$ cat src/rtl/alu_sched.sv
// alu_sched: sequencer and two-port arbiter for the shared combinational ALU.
// Grants one requester per IDLE visit, registers its operands into the ALU,
// captures result/flags by opcode class, and returns them on the granted
// port's response channel. Owns the architectural NZP flag register.
// Optional feature macro: ALU_SCHED_RR_EN (round-robin arbitration);
// when undefined, port 0 has fixed priority and no pointer register exists.
module alu_sched #(
  parameter int unsigned WIDTH = 16,
  parameter int unsigned OPW   = 4
) (
  input  logic             clk,
  input  logic             rst,
  input  logic             req0_valid,
  input  logic [OPW-1:0]   req0_op,
  input  logic [WIDTH-1:0] req0_a,
  input  logic [WIDTH-1:0] req0_b,
  output logic             req0_ready,
  input  logic             req1_valid,
  input  logic [OPW-1:0]   req1_op,
  input  logic [WIDTH-1:0] req1_a,
  input  logic [WIDTH-1:0] req1_b,
  output logic             req1_ready,
  output logic             rsp0_valid,
  output logic [WIDTH-1:0] rsp0_res,
  output logic [2:0]       rsp0_nzp,
  input  logic             rsp0_ready,
  output logic             rsp1_valid,
  output logic [WIDTH-1:0] rsp1_res,
  output logic [2:0]       rsp1_nzp,
  input  logic             rsp1_ready,
  output logic [OPW-1:0]   alu_op,
  output logic [WIDTH-1:0] alu_a,
  output logic [WIDTH-1:0] alu_b,
  input  logic [WIDTH-1:0] alu_res,
  input  logic             alu_n,
  input  logic             alu_z,
  input  logic             alu_p,
  output logic [2:0]       nzp_q,
  output logic             busy
);

  localparam logic [OPW-1:0] OpLastAlu = OPW'(8);
  localparam logic [OPW-1:0] OpFetchA  = OPW'(11);
  localparam logic [OPW-1:0] OpFetchB  = OPW'(12);
  localparam logic [OPW-1:0] OpHold    = {OPW{1'b1}};

  typedef enum logic [1:0] {StIdle, StExec, StResp} state_e;

  state_e           r_state, w_state_d;
  logic             r_gnt;   // port that owns the current operation
  logic [OPW-1:0]   r_op;
  logic [WIDTH-1:0] r_a, r_b, r_res;
  logic [2:0]       r_nzp;

  logic w_any_req;
  logic w_sel;      // port chosen in this IDLE cycle (0 or 1)
  logic w_accept;
  logic w_rsp_done;

  assign w_any_req = req0_valid | req1_valid;
  // rst gating keeps ready low while reset is held
  assign w_accept  = (r_state == StIdle) && w_any_req && !rst;

`ifdef ALU_SCHED_RR_EN
  logic r_rr;  // preferred port on contention: the one not granted last

  // Pick the preferred port on contention, otherwise whichever is valid
  always_comb begin
    w_sel = !req0_valid;
    if (req0_valid && req1_valid) w_sel = r_rr;
  end

  // Round-robin pointer flips away from every granted port
  always_ff @(posedge clk) begin
    if (rst)           r_rr <= 1'b0;
    else if (w_accept) r_rr <= ~w_sel;
  end
`else
  // Fixed priority: port 1 only when port 0 is idle
  always_comb begin
    w_sel = !req0_valid;
  end
`endif

  assign req0_ready = w_accept && !w_sel;
  assign req1_ready = w_accept && w_sel;
  assign w_rsp_done = (r_state == StResp) && (r_gnt ? rsp1_ready : rsp0_ready);

  // State register
  always_ff @(posedge clk) begin
    if (rst) r_state <= StIdle;
    else     r_state <= w_state_d;
  end

  // Next-state logic
  always_comb begin
    w_state_d = r_state;
    unique case (r_state)
      StIdle:  if (w_accept) w_state_d = StExec;
      StExec:  w_state_d = StResp;
      StResp:  if (w_rsp_done) w_state_d = StIdle;
      default: w_state_d = StIdle;
    endcase
  end

  // Latch the granted request's operands at acceptance
  always_ff @(posedge clk) begin
    if (rst) begin
      r_gnt <= 1'b0;
      r_op  <= OpHold;
      r_a   <= '0;
      r_b   <= '0;
    end else if (w_accept) begin
      r_gnt <= w_sel;
      r_op  <= w_sel ? req1_op : req0_op;
      r_a   <= w_sel ? req1_a  : req0_a;
      r_b   <= w_sel ? req1_b  : req0_b;
    end
  end

  // Capture result and flags in EXEC according to opcode class
  always_ff @(posedge clk) begin
    if (rst) begin
      r_res <= '0;
      r_nzp <= 3'b010;
    end else if (r_state == StExec) begin
      if (r_op <= OpLastAlu) begin
        r_res <= alu_res;
        r_nzp <= {alu_n, alu_z, alu_p};
      end else if (r_op == OpFetchA || r_op == OpFetchB) begin
        r_res <= r_a;
      end else if (r_op == OpHold) begin
        r_res <= r_res;
      end else begin
        r_res <= '0;
      end
    end
  end

  // ALU drive and response outputs; responses are zeroed when not valid
  always_comb begin
    alu_op     = OpHold;
    alu_a      = '0;
    alu_b      = '0;
    if (r_state == StExec) begin
      alu_op = r_op;
      alu_a  = r_a;
      alu_b  = r_b;
    end
    rsp0_valid = (r_state == StResp) && !r_gnt;
    rsp1_valid = (r_state == StResp) && r_gnt;
    rsp0_res   = rsp0_valid ? r_res : '0;
    rsp0_nzp   = rsp0_valid ? r_nzp : 3'b000;
    rsp1_res   = rsp1_valid ? r_res : '0;
    rsp1_nzp   = rsp1_valid ? r_nzp : 3'b000;
    nzp_q      = r_nzp;
    busy       = (r_state != StIdle);
  end

endmodule
$ cat config.mk
export PLATFORM = sky130hd
export DESIGN_NAME = alu_sched
export DESIGN_NICKNAME = d
export VERILOG_FILES = /design/src/rtl/alu_sched.sv
export SDC_FILE = /design/constraint.sdc
export NUM_CORES = 1
export LEC_CHECK = 0
export BUFFER_PORTS_ARGS = -buffer_cell sky130_fd_sc_hd__buf_4
export CAP_MARGIN = 0
export CORE_ASPECT_RATIO = 0.7
export CORE_MARGIN = 1.5
export CORE_UTILIZATION = 45
export CTS_CLUSTER_DIAMETER = 200
export DETAILED_ROUTE_END_ITERATION = 8
export HOLD_SLACK_MARGIN = 0.02
export PLACE_DENSITY = 0.81
export SKIP_LAST_GASP = 1
export SLEW_MARGIN = 20
export SYNTH_ARGS = -nofsm -noshare
export SYNTH_HDL_FRONTEND = slang
export SYNTH_SLANG_ARGS = --single-unit
$ cat constraint.sdc
create_clock -name clk -period 1.7 [get_ports clk]
set_input_delay 0.17 -clock clk [delete_from_list [all_inputs] [get_ports clk]]
set_output_delay 0.17 -clock clk [all_outputs]
set_load 0.05 [all_outputs]
==> flow_metrics.env <==
export IMPL_yosys_cell_count_top_type="dfxtp_1"
export IMPL_cp_required_ns=1.53
export IMPL_drt_iter0_markers=181
export IMPL_setup_viol=2
export IMPL_drv_cap=0
export IMPL_via_per_inst=5.58
export IMPL_crit_buf_inv=2
export IMPL_netlist_area_leader_share_pct=35.9
export IMPL_clock_sinks=58
export IMPL_die_width_microns=104
export IMPL_synthTopCellsByCount="58 x dfxtp_1, 54 x and2_1, 42 x a21oi_1"
export IMPL_wl_met3_microns=906
export IMPL_clk_pin_slew_ns=0.07
export IMPL_min_path_type="in2reg"
export IMPL_dr_total_vias=3591
export IMPL_synth_edf_count=0
export IMPL_grt_max_degree=33
export IMPL_grt_overflow_total=0
export IMPL_syn_inst=370
export IMPL_crit_path_frequent_cell="nor2b_4"
export IMPL_final_nets=641
export IMPL_wl_met1_mm=4.81
export IMPL_synth_top_cell_by_area="dfxtp_1"
export IMPL_grt_usage_pct=27.2
export IMPL_fin_crit_sh_pct=100
export IMPL_dr_wl_met2_mm=5.19
export IMPL_p_leak_nw=2.43
export IMPL_cp_max_fo=5
export IMPL_drv_slew=0
export IMPL_cp_slowest_stage_delay_ns=0.37
export IMPL_postSynthAreaPerCell_sq_um=8.73
export IMPL_fin_crit_ns=1.71
export IMPL_first_global_vias=3302
export IMPL_rsz0062_at_grt="yes"
export IMPL_reg2reg_slack_ns=0.13
export IMPL_fin_tns_setup_ns=-0.00959
export IMPL_path_cells="nor2b_4 -> nor2b_4 -> buf_6 -> and2_4 -> buf_8"
export IMPL_drt_pass1_iter_count=5
export IMPL_ys_seq_area_share_pct=35.9
export IMPL_insertion_delay_ns=0.33
export IMPL_grt_pass1_wl_mm=16.5
export IMPL_cp_arrival_ns=1.54
export IMPL_drive_gt1_share_pct=47.9
export IMPL_die_y_microns=73.9
export IMPL_critical_path_startpoint_type="flop"
export IMPL_ys_ff_latch=58
export IMPL_ys_warn_count=0
export IMPL_placement_io_buffers=178
export IMPL_ir_drop_uv=594
export IMPL_layout_area_seq_sq_um=1170
export IMPL_syn_nets=467
export IMPL_htree_levels=3
export IMPL_dp_hpwl_mm=7.53
export IMPL_start_util_pct=47.2
export IMPL_n_fill_cell=456
export IMPL_p_per_area_nw_per_um2=842
export IMPL_ctsLongestPathBuffers=2
export IMPL_core_area_sq_um=6850
export IMPL_multi_input_area_sq_um=1960
export IMPL_synth_area_leaders="dfxtp_1 36%, and2_1 10%, mux2i_1 7.4%"
export IMPL_antenna_found_initial=0
export IMPL_fin_skew_ns=0.00511
export IMPL_worst_slew_pin_slew_ns=0.498
export IMPL_ctsHoldBuffers=0
export IMPL_cp_end_kind="primary output"
export IMPL_syn2layout_area_growth_pct=63.4
export IMPL_cts_buffers=9
export IMPL_relSlewSlack_pct=66.8
export IMPL_num_io_pins=179
export IMPL_synth_cell_type_count=34
export IMPL_fmax_ghz=0.585
export IMPL_failed_checks="negative setup slack"
export IMPL_yosys_most_used_dff="dfxtp_1"
export IMPL_drc_errors=0
export IMPL_drtAntennaViolNets=0
export IMPL_die_area_sq_um=7700
export IMPL_std_cell_rows=25
export IMPL_drt_wl_total_mm=11.0
export IMPL_antenna_diode_count=0
export IMPL_async_flop_share_pct=0
export IMPL_power_w=0.00445
export IMPL_finalHoldViolations=0
export IMPL_status="finished, violations left"
export IMPL_routed_top_layer="met4"
export IMPL_path_class="reg2out"
export IMPL_avgRoutedWirePerCell_microns=17.1
export IMPL_cts_root_buf="clkbuf_8"
export IMPL_crit_family="simple AND/OR/NAND/NOR gates"
export IMPL_postLayoutSetupSlackWorst_ns=-0.00818
export IMPL_place_congestion=0.847
export IMPL_cts_tree="built"
export IMPL_crit_slowest_cell="dfxtp_4"
export IMPL_synth_area_sq_um=3230
-- metrics by stage --
stage | hold WS, ns | instances | area (sq um) | utilization, % | setup slack, ns
after floorplan | 0.304 | 370 | 3240 | - | 0.0505
after global placement | 0.393 | 621 | 4690 | 68.5 | 0.230
after detailed placement | 0.396 | 621 | 4690 | 68.5 | 0.149
after CTS | 0.0442 | 639 | 5050 | 73.7 | -0.0125
after global routing | 0.0441 | 643 | 5280 | 77.1 | -0.0477
final | 0.0543 | 643 | 5280 | 77.1 | -0.00818
-- final cells by class --
| type | count | area share (%) |
|---|---|---|
| inverter | 1 | 0.0711 |
| sequential | 58 | 22.1 |
| tap | 94 | 2.23 |
| multi-input combinational | 273 | 37.1 |
| clock inverter | 4 | 1.37 |
| timing repair buffer | 201 | 33.9 |
| clock buffer | 12 | 3.13 |
-- per-layer routing --
| metal | GRT usage [%] | vias up |
|---|---|---|
| met1 | 35.3 | 1686 |
| met5 | 0 | - |
| met4 | 6.64 | 0 |
| met2 | 45.2 | 182 |
| li1 | - | 1710 |
| met3 | 7.36 | 13 |
-- logic make-up (layout without fill, tap and decap cells) --
kind of cell    after synthesis  after routing  synth area share (%)
flops                        58             58                  35.9
buf+inv                      39            218                  5.42
mux                          24             24                  7.44
compound gates              117            117                  26.3
simple gates                132            132                  24.9
-- path summary, 6_finish.rpt --
| kind | from | endpoint | depth (start not counted) |
|---|---|---|---|
| hold / removal | req0_b[15] | r_b[15] | 2 |
| setup reg to reg | r_state[1] | r_a[4] | 6 |
| hold reg to reg | r_b[14] | r_b[14] | 1 |
| setup / recovery | r_state[1] | rsp0_res[15] | 5 |
-- registers in the layout (all words and copies together) (netlist names) --
signal and cells:
nzp_q 3, r_a 16, r_b 16, r_gnt 1
r_op 4, r_res 16, r_state 2
-- power by group --
| part | internal [W] | switching [W] | leakage [nW] |
|---|---|---|---|
| Sequential | 0.00151 | 0.000138 | 0.481 |
| Combinational | 0.000577 | 0.000733 | 1.83 |
| Clock | 0.000942 | 0.000540 | 0.119 |
-- worst register-to-register path, delay by kind of cell, from the launching register on --
family                 cells  cell delay [ns]
and+or+nand+nor            2             0.40
AOI/OAI and AO/OA          1             0.13
buffers and inverters      3             0.56
DFF                        1             0.36
-- cell usage in the layout (no fill, tap or decap), drive strengths merged --
cell type    n
nand4b       4
clkbuf      12
buf        201
bufinv       2
and2        54
or2          1
nand3        6
nor2b        2
clkinvlp     1
nand2b       4
nor2         6
o21ai       20
and2b        1
o31ai        1
nand2       20
nor3         1
nor3b        1
a21oi       43
nand4        1
and3        28
a221o        9
clkinv       1
and4bb       1
and4b        1
a21boi       1
a311o        1
dfxtp       58
nor4b        1
a211oi      24
a311oi      16
inv          1
a21bo        2
mux2i       24
-- what timing repair did --
| item | in CTS | in global routing |
|---|---|---|
| setup endpoints to repair | 65 | 65 |
| cloned | 1 | 2 |
| buffers inserted | 1 | 2 |
| pin swaps | 0 | 3 |
| gates resized for setup | 27 | 67 |
| hold endpoints to repair | 0 | 0 |
(Power assumes the default switching activity.)
